File: config.mk
export PLATFORM = sky130hd
export DESIGN_NAME = enemy_bullet_ctrl_flat
export DESIGN_NICKNAME = d
export VERILOG_FILES = /design/src/rtl/enemy_bullet_ctrl_pkg.sv /design/src/rtl/enemy_bullet_ctrl_if.sv /design/src/rtl/enemy_bullet_ctrl_tick_gen.sv /design/src/rtl/enemy_bullet_ctrl.sv /design/src/flat_wrapper.sv
export SDC_FILE = /design/constraint.sdc
export NUM_CORES = 1
export LEC_CHECK = 0
export BUFFER_PORTS_ARGS = -buffer_cell sky130_fd_sc_hd__buf_2
export CAP_MARGIN = 20
export CORE_UTILIZATION = 40
export CTS_CLUSTER_DIAMETER = 40
export DETAILED_ROUTE_END_ITERATION = 12
export GPL_ROUTABILITY_DRIVEN = 0
export PLACE_DENSITY = 0.63
export SLEW_MARGIN = 20
export SYNTH_ARGS = -nofsm -noshare
export SYNTH_HDL_FRONTEND = slang
export SYNTH_SLANG_ARGS = --single-unit
File: constraint.sdc
create_clock -name clk -period 2.9 [get_ports clk]
set_clock_uncertainty 0.15 [all_clocks]
set_input_delay 0.29 -clock clk [delete_from_list [all_inputs] [get_ports clk]]
set_output_delay 0.29 -clock clk [all_outputs]
set_load 0.02 [all_outputs]
File: src/rtl/enemy_bullet_ctrl_pkg.sv
// Shared game definitions: screen geometry, coordinate type and the bullet
// FSM state encoding used by the enemy/player bullet controllers and the judge.
package enemy_bullet_ctrl_pkg;

  localparam int SCREEN_W = 640;
  localparam int SCREEN_H = 480;
  localparam int COORD_W  = 10;

  typedef logic [COORD_W-1:0] coord_t;

  typedef logic [1:0] state_t;
  localparam state_t ST_IDLE   = 2'd0;
  localparam state_t ST_FLY    = 2'd1;
  localparam state_t ST_RELOAD = 2'd2;

  // Spawn coordinate: base plus offset, wrapping within the coordinate width.
  function automatic coord_t spawn_pos(input coord_t base, input int ofs);
    return base + coord_t'(ofs);
  endfunction

endpackage

File: src/rtl/enemy_bullet_ctrl_if.sv
// Enemy-bullet bus: enemy muzzle inputs and hit feedback in, bullet state out.
// The controller uses the master modport; the judge/environment uses slave.
interface enemy_bullet_ctrl_if;
  import enemy_bullet_ctrl_pkg::*;

  coord_t enemy_x;
  coord_t enemy_y;
  logic   enemy_en;
  logic   hit;
  coord_t eb_x;
  coord_t eb_y;
  logic   enemy_bullet_en;
  logic   fire;

  modport master (
    input  enemy_x, enemy_y, enemy_en, hit,
    output eb_x, eb_y, enemy_bullet_en, fire
  );

  modport slave (
    output enemy_x, enemy_y, enemy_en, hit,
    input  eb_x, eb_y, enemy_bullet_en, fire
  );

endinterface

File: src/rtl/enemy_bullet_ctrl_tick_gen.sv
// Free-running divider: tick is high for the single cycle the counter sits at
// DIV-1, after which the counter wraps to zero.
module enemy_bullet_ctrl_tick_gen #(
  parameter int DIV = 100000
) (
  input  logic clk,
  input  logic rst_n,
  output logic tick
);

  localparam int CW = (DIV > 1) ? $clog2(DIV) : 1;

  logic [CW-1:0] cnt;

  assign tick = (cnt == CW'(DIV - 1));

  always_ff @(posedge clk or negedge rst_n) begin
    if (!rst_n) begin
      cnt <= '0;
    end else if (tick) begin
      cnt <= '0;
    end else begin
      cnt <= cnt + CW'(1);
    end
  end

endmodule

File: src/rtl/enemy_bullet_ctrl.sv
// Single enemy bullet: spawns at the enemy muzzle, falls STEP pixels per move
// tick, retires on screen exit or hit, then reloads for RELOAD_TICKS ticks.
module enemy_bullet_ctrl
  import enemy_bullet_ctrl_pkg::*;
#(
  parameter int SCREEN_H     = enemy_bullet_ctrl_pkg::SCREEN_H,
  parameter int STEP         = 4,
  parameter int TICK_DIV     = 100000,
  parameter int RELOAD_TICKS = 50,
  parameter int X_OFS        = 20,
  parameter int Y_OFS        = 40
) (
  input  logic                clk,
  input  logic                rst_n,
  enemy_bullet_ctrl_if.master bus
);

  localparam int RW = (RELOAD_TICKS > 0) ? $clog2(RELOAD_TICKS + 1) : 1;

  state_t          state;
  coord_t          eb_x;
  coord_t          eb_y;
  logic            eb_en;
  logic            fire;
  logic [RW-1:0]   rcnt;
  logic [RW-1:0]   rcnt_next;
  logic            tick;
  coord_t          spawn_x;
  coord_t          spawn_y;
  logic [COORD_W:0] ny;
  logic            off_screen;
  logic            reload_done;

  enemy_bullet_ctrl_tick_gen #(
    .DIV (TICK_DIV)
  ) u_tick_gen (
    .clk   (clk),
    .rst_n (rst_n),
    .tick  (tick)
  );

  assign spawn_x     = spawn_pos(bus.enemy_x, X_OFS);
  assign spawn_y     = spawn_pos(bus.enemy_y, Y_OFS);
  // One extra bit so a bullet near the bottom cannot wrap back to the top.
  assign ny          = {1'b0, eb_y} + (COORD_W+1)'(STEP);
  assign off_screen  = (ny >= (COORD_W+1)'(SCREEN_H));
  assign rcnt_next   = rcnt + RW'(1);
  assign reload_done = (rcnt_next == RW'(RELOAD_TICKS));

  always_ff @(posedge clk or negedge rst_n) begin
    if (!rst_n) begin
      state <= ST_IDLE;
      eb_x  <= '0;
      eb_y  <= '0;
      eb_en <= 1'b0;
      fire  <= 1'b0;
      rcnt  <= '0;
    end else begin
      fire <= 1'b0;
      case (state)
        ST_IDLE: begin
          if (bus.enemy_en) begin
            state <= ST_FLY;
            eb_x  <= spawn_x;
            eb_y  <= spawn_y;
            eb_en <= 1'b1;
            fire  <= 1'b1;
          end
        end
        ST_FLY: begin
          if (bus.hit) begin
            state <= ST_RELOAD;
            eb_en <= 1'b0;
            rcnt  <= '0;
          end else if (tick) begin
            if (off_screen) begin
              state <= ST_RELOAD;
              eb_en <= 1'b0;
              rcnt  <= '0;
            end else begin
              eb_y <= ny[COORD_W-1:0];
            end
          end
        end
        ST_RELOAD: begin
          if (tick) begin
            if (reload_done) begin
              rcnt <= '0;
              if (bus.enemy_en) begin
                state <= ST_FLY;
                eb_x  <= spawn_x;
                eb_y  <= spawn_y;
                eb_en <= 1'b1;
                fire  <= 1'b1;
              end else begin
                state <= ST_IDLE;
              end
            end else begin
              rcnt <= rcnt_next;
            end
          end
        end
        default: begin
          state <= ST_IDLE;
          eb_en <= 1'b0;
        end
      endcase
    end
  end

  assign bus.eb_x            = eb_x;
  assign bus.eb_y            = eb_y;
  assign bus.enemy_bullet_en = eb_en;
  assign bus.fire            = fire;

endmodule

File: src/flat_wrapper.sv
// flat-port wrapper written by rule: the top's interface ports become plain ports
module enemy_bullet_ctrl_flat import enemy_bullet_ctrl_pkg::*;
#(
  parameter int SCREEN_H     = enemy_bullet_ctrl_pkg::SCREEN_H,
  parameter int STEP         = 4,
  parameter int TICK_DIV     = 100000,
  parameter int RELOAD_TICKS = 50,
  parameter int X_OFS        = 20,
  parameter int Y_OFS        = 40
)
  (clk, rst_n, bus_enemy_x, bus_enemy_y, bus_enemy_en, bus_hit, bus_eb_x, bus_eb_y, bus_enemy_bullet_en, bus_fire);
  enemy_bullet_ctrl_if bus_i ();
  input  logic clk;
  input  logic rst_n;
  input wire logic [$bits(bus_i.enemy_x)-1:0] bus_enemy_x;
  input wire logic [$bits(bus_i.enemy_y)-1:0] bus_enemy_y;
  input wire logic [$bits(bus_i.enemy_en)-1:0] bus_enemy_en;
  input wire logic [$bits(bus_i.hit)-1:0] bus_hit;
  output wire logic [$bits(bus_i.eb_x)-1:0] bus_eb_x;
  output wire logic [$bits(bus_i.eb_y)-1:0] bus_eb_y;
  output wire logic [$bits(bus_i.enemy_bullet_en)-1:0] bus_enemy_bullet_en;
  output wire logic [$bits(bus_i.fire)-1:0] bus_fire;
  assign bus_i.enemy_x = bus_enemy_x;
  assign bus_i.enemy_y = bus_enemy_y;
  assign bus_i.enemy_en = bus_enemy_en;
  assign bus_i.hit = bus_hit;
  assign bus_eb_x = bus_i.eb_x;
  assign bus_eb_y = bus_i.eb_y;
  assign bus_enemy_bullet_en = bus_i.enemy_bullet_en;
  assign bus_fire = bus_i.fire;
  enemy_bullet_ctrl #(.SCREEN_H(SCREEN_H), .STEP(STEP), .TICK_DIV(TICK_DIV), .RELOAD_TICKS(RELOAD_TICKS), .X_OFS(X_OFS), .Y_OFS(Y_OFS)) u_core (.clk(clk), .rst_n(rst_n), .bus(bus_i));
endmodule
Word-level counts from Yosys, hierarchy flattened
Cells that the tools add are included.

Equality and inequality tests: 12. Reduce and logical (&&, ||, !) cells: 9. Order comparisons: 1. $add $sub $neg: 5. Muxes and demuxes: 37.

Operators by type and width (count): 10-bit two-way mux (9); 6-bit two-way mux (5); 10-bit one-hot mux with 3 select lines (1); 10-bit one-hot mux with 2 select lines (1); 17-bit by 1-bit adder with 17-bit output (second input constant) (1); 17-bit == test (second input constant) (1); 17-bit two-way mux (1); 2-bit two-way mux (6); 6-bit one-hot mux with 2 select lines (1); 10-bit by 3-bit adder with 11-bit output (second input constant) (1); 11-bit by 9-bit >= comparator with 1-bit output (second input constant) (1); 10-bit by 5-bit adder with 10-bit output (second input constant) (1); 10-bit by 6-bit adder with 10-bit output (second input constant) (1); 1-bit two-way mux (10); 4-bit AND reduction (2); 6-bit by 1-bit adder with 6-bit output (second input constant) (1); 6-bit == test (second input constant) (1); 2-bit by 1-bit inequality test with 1-bit output (second input constant) (3); 2-bit inequality test (second input constant) (3); 3-bit by 2-bit inequality test with 1-bit output (second input constant) (2); 2-bit one-hot mux with 3 select lines (1); 6-bit AND reduction (1); 5-bit AND reduction (1); 2-bit nonzero test (2); other kinds (7) (7).

Bits of input ports: 24. Output and inout bits: 22. Register bits after elaboration: 47.

Longest topological paths before layout
Gate-level depths: netlist (run 1).

Depth in word-level cells: 6. Mapped depth: 10. Depth with buffers taken out: 8.

Hierarchy
Synthesis (run 1) repeated with hierarchy kept, for this count alone.

Cell total of the unflattened synthesis: 266. Area, all modules: 2760.1 sq um.

Modules (own cells, without submodules): enemy_bullet_ctrl (seq. area each 750.7 sq um, area an instance 1966.9 sq um, times used 1, cells an instance 192); enemy_bullet_ctrl_tick_gen (seq. area each 425.4 sq um, area an instance 793.3 sq um, times used 1, cells an instance 74).

Worst setup path after synthesis (run 1)
OpenSTA, ideal clock, no wires.

Path kind: register to register. Start: register u_core.u_tick_gen.cnt[5]. End: register u_core.eb_x[0], in the netlist u_core.bus.eb_x[0]. Period minus slack after synthesis: 2.405 ns. Stages on the path, launching flop included: 8. Path slack: 0.495 ns. Arrival: 2.128 ns. Setup time: 0.127 ns. Buffers on the path: 1. Cells stage by stage: dfrtp_1 or4b_4 nor4_4 nand3_1 a21o_1 buf_6 inv_4 mux2_1.

Word-level cells in the longest chain between the ends: 3.

Ends and longest elaborated chain: start, declared (RTL line enemy_bullet_ctrl_tick_gen.sv:13) `logic [CW-1:0] cnt;`; start signal, assigned (RTL line enemy_bullet_ctrl_tick_gen.sv:23) `cnt <= cnt + CW'(1);`; 17-bit == test (RTL line enemy_bullet_ctrl_tick_gen.sv:15) `assign tick = (cnt == CW'(DIV - 1));`; 2-bit by 1-bit inequality test with 1-bit output (no line); 3-bit AND reduction (no line); end signal, assigned (RTL line enemy_bullet_ctrl.sv:64) `eb_x <= spawn_x;`; end signal, assigned (RTL line enemy_bullet_ctrl.sv:91) `eb_x <= spawn_x;`; end, declared (RTL line enemy_bullet_ctrl.sv:21) `coord_t eb_x;`.

Every way passes these cells. A chain may end at the register's enable or synchronous reset.

Worst setup path in the final report (run 1)
Start: register u_core.u_tick_gen.cnt[5]. End: register u_core.eb_y[1], in the netlist u_core.bus.eb_y[1].

Word-level cells in the longest chain between the ends: 3. Elaborated cells between the ends (all ways): 4.

Ends and longest elaborated chain: 17-bit == test (*) (RTL line enemy_bullet_ctrl_tick_gen.sv:15); 2-bit by 1-bit inequality test with 1-bit output (no line); 6-bit AND reduction (no line) (*); end signal, assigned (RTL line enemy_bullet_ctrl.sv:65) `eb_y <= spawn_y;`; end signal, assigned (RTL line enemy_bullet_ctrl.sv:81) `eb_y <= ny[COORD_W-1:0];`; end signal, assigned (RTL line enemy_bullet_ctrl.sv:92) `eb_y <= spawn_y;`; end, declared (RTL line enemy_bullet_ctrl.sv:22) `coord_t eb_y;`.

Mark *: on every way between the ends. The rest lies on a longest branch, timed or not.

==> metrics, run 1 <==
status=finished, violations left; failing checks=design-rule violations; Worst Tran Pin Value=0.590 ns; number of port buffers=45; CP required=2.94 ns; slowest stage cell, crit path=or4b_4; synthesized cell area=0.00270 sq mm; Starting Density=42.1%; Fin Setup TNS=0 ns; Max Cap Viol=0; vias in the first global route=2,241; Core ar.=0.00642 sq mm; Finished Core Util=49.4%; nature of the critical path startpoint=register; Post-synth ARST share=100%; final slew viol count=0; CP cell instances=or4b_4, nor4_4, nand3_1, a21o_1, buf_4, mux2_4; CTS resizes=0; Synth Instances=283; Vert. Die Dim=84.2 um; RSZ-0062 raised after global routing=no; DRC Markers=4; fill count=605; H-Tree Depth=2; largest net degree at the start of global routing=27; total CTS buffers=5; clk buf depth=2; Max Freq=375 MHz; Clock Sink Count=47; total number of vias=2,287; initial antenna violation count=0; cell with the most instances after synthesis=dfrtp_1; WP data arrival=2.71 ns; Distinct cells, synth=57; Tmin final=2.67 ns; share of cells above drive strength 1=21.5%; Pwr Density=814 mW/mm^2; num rows=29; CTS tree=built; drt pass-1 iters=8; Rel. slew slack=60.7%; register area=0.00118 sq mm; critical path class=reg -> reg; Detail Placement HPWL=4.33 mm; Yosys top cell by area=dfrtp_1; Post-CTS Hold Buffers=1; WL per Instance=14.1 um; clk slew on worst S/H paths=0.09 ns; CTS root buffer=clkbuf_8; die area=0.00709 sq mm; Multi-input gate area=0.00144 sq mm; VDD IR-drop max=624 uV; Yosys Warn Count=0; nets@finish=364; Setup crit end kind=register; post-synthesis sequential area ratio=43.5%; syn_nets=313; Synth Flop Type=dfrtp_1; GRT Util Overall=17.7%; #FFs+latches synth=47; Remaining Overflow, GRT=0; final hold viol count=0; main area contributors after synthesis=dfrtp_1 (44%), nand2_1 (4.9%), xnor2_1 (4.5%), xor2_1 (4.5%), nand3_1 (3.0%); Ant. Diodes=0; Post-synth top cells=dfrtp_1 (47), nand2_1 (35), nor2_1 (21); Post-Place Cells=403; IO Pins=46; Area growth syn-to-layout=17.6%; Hold WC Path Type=in -> reg; die width=84.2 um; CP Max Fanout=12; EDFF count, synth=0; Leak Pwr=1.43 nW; final setup vio count=0; Skew-Pair Late Insertion Delay=0.30 ns; post-route insts no fill=412; post-CTS setup repair buffer count=0; Starting DRT DRC Count=96; fin crit share=92.0%; first-pass GRT wire length=10.1 mm; CP peak stage delay=0.61 ns; share of the synthesized area in the top cell type=43.5%; number of vias per cell=5.55; Synth Area per Inst=9.55 sq um; Antenna Nets Post-Route=0; routed wire length=5.82 mm; final hold slack=0.0433 ns
==> state kept, by name, summed over array words and instances, names as in the netlist <==
name	count
u_core.u_tick_gen.cnt	17
u_core.bus.eb_x	10
u_core.bus.eb_y	10
u_core.rcnt	6
u_core.state	2
u_core.bus.enemy_bullet_en	1
u_core.bus.fire	1
==> per-stage QoR <==
| stage | setup WS (ns) | cell area (sq um) | total power [mW] |
|---|---|---|---|
| after floorplan | 0.495 | 2700 | 1.69 |
| after global placement | 0.289 | 3030 | 2.01 |
| after detailed placement | 0.228 | 3030 | 2.02 |
| after CTS | 0.226 | 3180 | 2.60 |
| after global routing | 0.0983 | 3180 | 2.76 |
| final | 0.232 | 3180 | 2.58 |
==> worst paths after layout <==
kind / start / slack (ns) / endpoint / cells past startpoint
worst max-delay path: u_core.u_tick_gen.cnt[5]$_DFF_PN0_ / 0.23 / u_core.bus.eb_y[1]$_DFFE_PN0P_ / 6
worst min-delay path: bus_enemy_x[2] / 0.04 / u_core.bus.eb_x[2]$_DFFE_PN0P_ / 2
worst max register to register: u_core.u_tick_gen.cnt[5]$_DFF_PN0_ / 0.23 / u_core.bus.eb_y[1]$_DFFE_PN0P_ / 6
worst min register to register: u_core.u_tick_gen.cnt[0]$_DFF_PN0_ / 0.31 / u_core.u_tick_gen.cnt[0]$_DFF_PN0_ / 1
max in group asynchronous: rst_n / 1.51 / u_core.u_tick_gen.cnt[11]$_DFF_PN0_ / 3
min in group asynchronous: rst_n / 0.37 / u_core.u_tick_gen.cnt[13]$_DFF_PN0_ / 2
==> worst max-delay path: cells and delay by family (launching register included) <==
family                 cells  cell delay, ns
and+or+nand+nor            3            1.07
AOI/OAI and AO/OA          1            0.36
buffers and inverters      1            0.23
muxes                      1            0.29
DFF                        1            0.47
==> metal layers <==
| metal | routed length, um | track usage, % |
|---|---|---|
| met5 | 0 | 0 |
| met2 | 2810 | 29.7 |
| met3 | 183 | 3.44 |
| met1 | 2740 | 22.8 |
| met4 | 88 | 6.27 |
==> area by class of cell <==
class                      count  area share, %
clock inverter                 3           2.13
inverter                       7          0.906
sequential                    47           37.0
clock buffer                   5           2.17
multi-input combinational    219           45.4
tap                           77           3.03
timing repair buffer          54           9.30
==> kinds of logic after synthesis <==
family                     synth area share (%)
and+or+nand+nor                            22.5
AOI/OAI and AO/OA                          16.7
DFF                                        43.5
xor gates and xnor gates                   9.08
buffers and inverters                      3.06
adders and majority gates                  2.78
muxes                                      2.36
==> where the power goes <==
part | total [mW] | leakage, nW | internal (mW) | switching, mW
clock network | 0.570 | 0.0644 | 0.344 | 0.226
registers | 0.990 | 0.594 | 0.820 | 0.170
logic | 1.02 | 0.770 | 0.404 | 0.620
==> cells in the final DEF, fill, tap and decap left out, drive strengths merged, types with 4 or more instances in the layout <==
master	count
ha	6
mux2	5
clkbuf	5
inv	7
buf	53
xor2	14
nor3	5
a21oi	9
nor2	21
o21ai	21
a21o	4
dfrtp	47
nand2	35
xnor2	14
nand3	16
nand4	7
and2	7
Note: power is estimated with default switching activity, not from simulation.
==> inputs of run 2 (changes only) <==
--- a/config.mk
+++ b/config.mk
@@ -7,11 +7,11 @@
 export LEC_CHECK = 0
 export BUFFER_PORTS_ARGS = -buffer_cell sky130_fd_sc_hd__buf_2
 export CAP_MARGIN = 20
-export CORE_UTILIZATION = 40
+export CORE_UTILIZATION = 33
 export CTS_CLUSTER_DIAMETER = 40
 export DETAILED_ROUTE_END_ITERATION = 12
 export GPL_ROUTABILITY_DRIVEN = 0
-export PLACE_DENSITY = 0.63
+export PLACE_DENSITY = 0.55
 export SLEW_MARGIN = 20
 export SYNTH_ARGS = -nofsm -noshare
 export SYNTH_HDL_FRONTEND = slang
==> run 2 against run 1 <==
Net effect: first-iteration DRC count grew 68%; clock-buffer cell count is the same; the flow now finishes without violations; total power shrank 3.4%; register-to-register slack gained 0.09 ns; sequential power grew 0.9%; global-route usage shrank 2.5 points; critical path depth is the same; final cell count grew 5.3%; sequential share of layout area grew 0.15 points; largest cell class unchanged; setup slack gained 0.086 ns; critical endpoint is now u_core.bus.eb_x[0]$_DFFE_PN0P_.
==> metrics, run 2 (same netlist as run 1, synthesis figures left out) <==
largest net degree at the start of global routing=41 (+52%); H-Tree Depth=2 (unchanged); total CTS buffers=5 (unchanged); VDD IR-drop max=432 uV (-31%); first-pass GRT wire length=10.4 mm (+3.0%); Clock Sink Count=47 (unchanged); post-CTS setup repair buffer count=0 (unchanged); most frequent cells in the layout=dfrtp_1 (47), buf_2 (45), nand2_1 (35); final setup margin=0.319 ns (+0.0864 ns); DRC Markers=0 (-4); dpl ws=0.300 ns (+0.0721 ns); Overall Power=2.49 mW (-3.4%); fin crit share=89.0% (-3.0 points); CP peak stage delay=0.60 ns (about the same); nature of the critical path startpoint=register; final hold viol count=0 (unchanged); WP data arrival=2.63 ns (-0.08 ns); Max Freq=387 MHz (+3.3%); Vert. Die Dim=92.5 um (+9.9%); net switching power=1.03 mW (+1.0%); CP cell instances=or4b_4, nor4_4, nand3_1, a21o_1, inv_4, mux2_1; Setup crit end kind=register; clk slew on worst S/H paths=0.10 ns (about the same); vias in the first global route=2,179 (-2.8%); final hold slack=0.0371 ns (-0.00620 ns); Pwr Density=789 mW/mm^2 (-3.0%); final setup vio count=0 (unchanged); fill count=817 (+35%); CTS tree=built; share of cells above drive strength 1=20.8% (-0.71 points); Largest register FFs=17 (unchanged); final slew viol count=0 (unchanged); die area=0.00855 sq mm (+21%); Reg power frac=40.0% (+1.7 points); Antenna Nets Post-Route=0 (unchanged); Ant. Diodes=0 (unchanged); status=finished, final reports clean; Max Cap Viol=0 (unchanged); commonest non-fill, non-tap cell in the layout=dfrtp_1; Cell Int Power=1.47 mW (-6.3%); Worst Hold Depth=2 (unchanged); Detail Placement HPWL=4.57 mm (+5.6%); nets@finish=361 (-0.82%); initial antenna violation count=0 (unchanged); Sw Ratio=41.2% (+1.8 points); Tmin final=2.58 ns (-0.0864 ns); biggest regs=u_core.u_tick_gen.cnt: 17 flops, u_core.bus.eb_x: 10 flops, u_core.bus.eb_y: 10 flops; CP required=2.95 ns (about the same); Hold WC Path Type=in -> reg; total number of vias=2,245 (-1.8%); Starting Density=34.6% (-7.5 points); Reg2Reg Depth=6 (unchanged); Logic pwr share=40.0% (+0.4 points); die width=92.5 um (+9.9%); slowest stage cell, crit path=or4b_4; Biggest register=u_core.u_tick_gen.cnt; CTS root buffer=clkbuf_8; Core ar.=0.00781 sq mm (+22%); Fin Setup TNS=0 ns (unchanged); Worst Tran Pin Value=0.546 ns (-0.0440 ns); CP Max Fanout=7 (-5); critical path class=reg -> reg; WL per Instance=13.9 um (-1.6%); drt pass-1 iters=4 (-4); CTS resizes=0 (unchanged); Rel. slew slack=63.5% (+2.8 points); RSZ-0062 raised after global routing=no; Remaining Overflow, GRT=0 (unchanged); num rows=32 (+10%); Skew-Pair Late Insertion Delay=0.31 ns (about the same); GRT Util Overall=15.2% (-2.5 points); Starting DRT DRC Count=161 (+68%); clk buf depth=2 (unchanged); number of vias per cell=5.17 (-6.8%); Leak Pwr=1.40 nW (-1.7%); number of port buffers=45 (unchanged); IO Pins=46 (unchanged); Post-CTS Hold Buffers=1 (unchanged); Area growth syn-to-layout=17.1%; clock share of power=19.9% (-2.2 points); routed wire length=6.03 mm (+3.7%)
-- run 2: power groups by stage --
stage               combinational [mW]  sequential [mW]  clock, mW
finish                           0.999            0.999      0.497
global route                      1.11             1.03      0.543
CTS                               1.01            0.999      0.512
detailed placement                1.00             1.01          0
global placement                 0.998             1.01          0
floorplan                        0.555             1.14          0
-- run 2: critical path: cells and delay by family, from the launching register on --
| family | cells | cell delay (ns) |
|---|---|---|
| buffers and inverters | 1 | 0.13 |
| AO/OA/AOI/OAI | 1 | 0.32 |
| AND/OR/NAND/NOR | 3 | 1.10 |
| flip-flops | 1 | 0.46 |
| multiplexers | 1 | 0.33 |
-- run 2: layout make-up --
cell class	instances	area, sq um	area share (%)
well taps	102	128	4.03
clock inverters	3	46.3	1.46
repair buffers	51	273	8.62
inverters	7	28.8	0.910
flip-flops and latches	47	1180	37.2
clock buffers	5	68.8	2.18
multi-input cells	219	1440	45.6
-- run 2: path summary, 6_finish.rpt --
path	slack [ns]	from	endpoint
hold reg to reg	0.32	u_core.u_tick_gen.cnt[0]$_DFF_PN0_	u_core.u_tick_gen.cnt[0]$_DFF_PN0_
setup / recovery	0.32	u_core.u_tick_gen.cnt[5]$_DFF_PN0_	u_core.bus.eb_x[0]$_DFFE_PN0P_
setup reg to reg	0.32	u_core.u_tick_gen.cnt[5]$_DFF_PN0_	u_core.bus.eb_x[0]$_DFFE_PN0P_
min in group asynchronous	0.19	rst_n	u_core.bus.eb_y[8]$_DFFE_PN0P_
hold / removal	0.04	bus_enemy_x[2]	u_core.bus.eb_x[2]$_DFFE_PN0P_
max in group asynchronous	1.64	rst_n	u_core.u_tick_gen.cnt[1]$_DFF_PN0_
-- run 2: per-layer routing --
| metal | vias to the layer above | track usage, % | wire (um) |
|---|---|---|---|
| met5 | - | 0 | 0 |
| met4 | 0 | 5.34 | 87 |
| met2 | 41 | 23.5 | 2810 |
| met3 | 9 | 2.79 | 186 |
| li1 | 1120 | - | - |
| met1 | 1075 | 21.2 | 2950 |
-- run 2: metrics by stage --
stage | area, sq um | instances | util, %
floorplan | 2700 | 283 | -
global placement | 3040 | 425 | 38.9
detailed placement | 3040 | 425 | 38.9
CTS | 3160 | 434 | 40.5
global route | 3160 | 434 | 40.5
finish | 3160 | 434 | 40.5
==> inputs of run 3 (changes only) <==
--- a/config.mk
+++ b/config.mk
@@ -7,11 +7,11 @@
 export LEC_CHECK = 0
 export BUFFER_PORTS_ARGS = -buffer_cell sky130_fd_sc_hd__buf_2
 export CAP_MARGIN = 20
-export CORE_UTILIZATION = 33
+export CORE_UTILIZATION = 35
 export CTS_CLUSTER_DIAMETER = 40
 export DETAILED_ROUTE_END_ITERATION = 12
 export GPL_ROUTABILITY_DRIVEN = 0
-export PLACE_DENSITY = 0.55
+export PLACE_DENSITY = 0.57
 export SLEW_MARGIN = 20
 export SYNTH_ARGS = -nofsm -noshare
 export SYNTH_HDL_FRONTEND = slang
==> run 3 against run 2 <==
Net effect: setup slack lost 0.017 ns; core utilization grew 2.7 points; total power grew 2.8%; routed wire length shrank 2.6%; flip-flop and latch count is the same; global-route usage grew 0.074 points.
==> metrics, run 3 (same netlist as run 1, synthesis figures left out) <==
status=finished, final reports clean; Final Cell Area=0.00319 sq mm (+0.79%); share of cells above drive strength 1=21.0% (+0.24 points); Max Cap Viol=0 (unchanged); Remaining Overflow, GRT=0 (unchanged); clk slew on worst S/H paths=0.09 ns (about the same); met2 usage=25.1% (+1.6 points); Pwr Density=805 mW/mm^2 (+2.0%); M1 GR Usage=20.3% (-0.83 points); CP peak stage delay=0.62 ns (+0.02 ns); IO Pins=46 (unchanged); CP Max Fanout=7 (unchanged); CP cell instances=or4bb_1, nor4_4, nand3_1, a21o_1, inv_4, mux2_1; WP data arrival=2.64 ns (about the same); number of port buffers=45 (unchanged); GRT Max-Usage Layer=met2; RSZ-0062 raised after global routing=no; Setup crit end kind=register; Antenna Nets Post-Route=0 (unchanged); num rows=31 (-3.1%); CP required=2.94 ns (about the same); vias in the first global route=2,162 (-0.78%); Tmin final=2.60 ns (+0.0174 ns); CTS root buffer=clkbuf_8; crit path to=u_core.bus.eb_x[0]$_DFFE_PN0P_; routed wire length=5.87 mm (-2.6%); GR met3 Demand/Resource=2.62% (-0.17 points); Biggest register=u_core.u_tick_gen.cnt; largest net degree at the start of global routing=36 (-12%); initial antenna violation count=0 (unchanged); biggest regs=u_core.u_tick_gen.cnt: 17 flops, u_core.bus.eb_x: 10 flops, u_core.bus.eb_y: 10 flops; Skew-Pair Late Insertion Delay=0.30 ns (about the same); Finished Core Util=43.3% (+2.7 points); total CTS buffers=5 (unchanged); CTS tree=built; Detail Placement HPWL=4.41 mm (-3.5%); CP startpoint=u_core.u_tick_gen.cnt[6]$_DFF_PN0_; nature of the critical path startpoint=register; Reg2Reg Depth=6 (unchanged); Core ar.=0.00737 sq mm (-5.6%); Ant. Diodes=0 (unchanged); Fin Setup TNS=0 ns (unchanged); Leak Pwr=1.42 nW (+1.0%); Rel. slew slack=47.2% (-16 points); WL per Instance=13.6 um (-2.1%); clk buf depth=2 (unchanged); slowest stage cell, crit path=or4bb_1; worst reg2reg path startpoint=u_core.u_tick_gen.cnt[6]$_DFF_PN0_; Largest register FFs=17 (unchanged); number of vias per cell=5.15 (-0.52%); die area=0.00807 sq mm (-5.6%); Starting Density=36.7% (+2.1 points); reg-to-reg slack, setup=0.30 ns (-0.02 ns); final slew viol count=0 (unchanged); Worst Tran Pin Value=0.792 ns (+0.247 ns); Starting DRT DRC Count=146 (-9.3%); Post-DP Area=0.00304 sq mm (+0.12%); die width=89.9 um (-2.8%); Overall Power=2.57 mW (+2.8%); final setup vio count=0 (unchanged); Max Freq=385 MHz (-0.67%); most frequent cells in the layout=dfrtp_1 (47), buf_2 (45), nand2_1 (35); DRC Markers=0 (unchanged); RR Endpoint=u_core.bus.eb_x[0]$_DFFE_PN0P_; H-Tree Depth=2 (unchanged); final hold viol count=0 (unchanged); Worst Hold Depth=2 (unchanged); commonest non-fill, non-tap cell in the layout=dfrtp_1; Area growth syn-to-layout=18.0%; critical path class=reg -> reg; fin crit share=89.6% (+0.60 points); nets@finish=362 (+0.28%); GRT Util Overall=15.2% (+0.074 points); post-CTS setup repair buffer count=0 (unchanged); Clock Sink Count=47 (unchanged); drt pass-1 iters=4 (unchanged); Hold WC Path Type=in -> reg; first-pass GRT wire length=10.1 mm (-2.1%); Vert. Die Dim=89.9 um (-2.8%); total number of vias=2,223 (-0.98%); VDD IR-drop max=498 uV (+15%)
## run 3: changes by cell type in the layout (fill, tap and decap cells not counted), sizes merged
cell / before / now
bufinv: 1 / 2
inv: 8 / 7
buf: 50 / 51
## run 3: power breakdown
group | internal [mW] | switching [mW]
clock | 0.344 | 0.230
combinational | 0.390 | 0.608
sequential | 0.820 | 0.175
total | 1.55 | 1.01
## run 3: worst min path at each step
| stage | end | start | slack (ns) |
|---|---|---|---|
| 6_report | u_core.bus.eb_x[2]$_DFFE_PN0P_ | bus_enemy_x[2] | 0.05 |
| 4_1_cts | u_core.bus.eb_x[2]$_DFFE_PN0P_ | bus_enemy_x[2] | 0.04 |
| 2_1_floorplan | u_core.bus.eb_x[0]$_DFFE_PN0P_ | rst_n | -0.16 |
| 3_5_place_dp | u_core.u_tick_gen.cnt[6]$_DFF_PN0_ | rst_n | 0.27 |
| 5_1_grt | u_core.bus.eb_x[2]$_DFFE_PN0P_ | bus_enemy_x[2] | 0.02 |
| 3_3_place_gp | u_core.u_tick_gen.cnt[10]$_DFF_PN0_ | rst_n | 0.27 |
## run 3: routing by layer
metal | routed length [um] | vias to the layer above
met4 | 89 | 0
li1 | - | 1121
met1 | 2870 | 1057
met2 | 2760 | 39
met5 | 0 | -
met3 | 158 | 6
## run 3: what timing repair did
item,CTS,global route
gates resized for setup,0,0
endpoints found under the hold margin,33,0
hold buffers,1,0
## run 3: through the flow
step | std cells | setup slack [ns] | hold WS, ns
2_1_floorplan | 283 | 0.495 | -0.156
3_3_place_gp | 423 | 0.374 | 0.275
3_5_place_dp | 423 | 0.299 | 0.274
4_1_cts | 432 | 0.287 | 0.0358
5_1_grt | 432 | 0.162 | 0.0237
6_report | 432 | 0.301 | 0.0478
## run 3: area by class of cell
cell class / instances / area [sq um]
flip-flops and latches: 47 / 1180
clock buffers: 5 / 68.8
multi-input cells: 219 / 1440
clock inverters: 3 / 67.6
fillers: 744 / 4180
well taps: 99 / 124
repair buffers: 52 / 280
inverters: 7 / 28.8
## run 3: critical path, delay by kind of cell, from the launching register on
kind | cells | cell delay, ns
buffers and inverters | 1 | 0.13
AOI/OAI and AO/OA | 1 | 0.33
and+or+nand+nor | 3 | 1.10
muxes | 1 | 0.32
DFF | 1 | 0.45
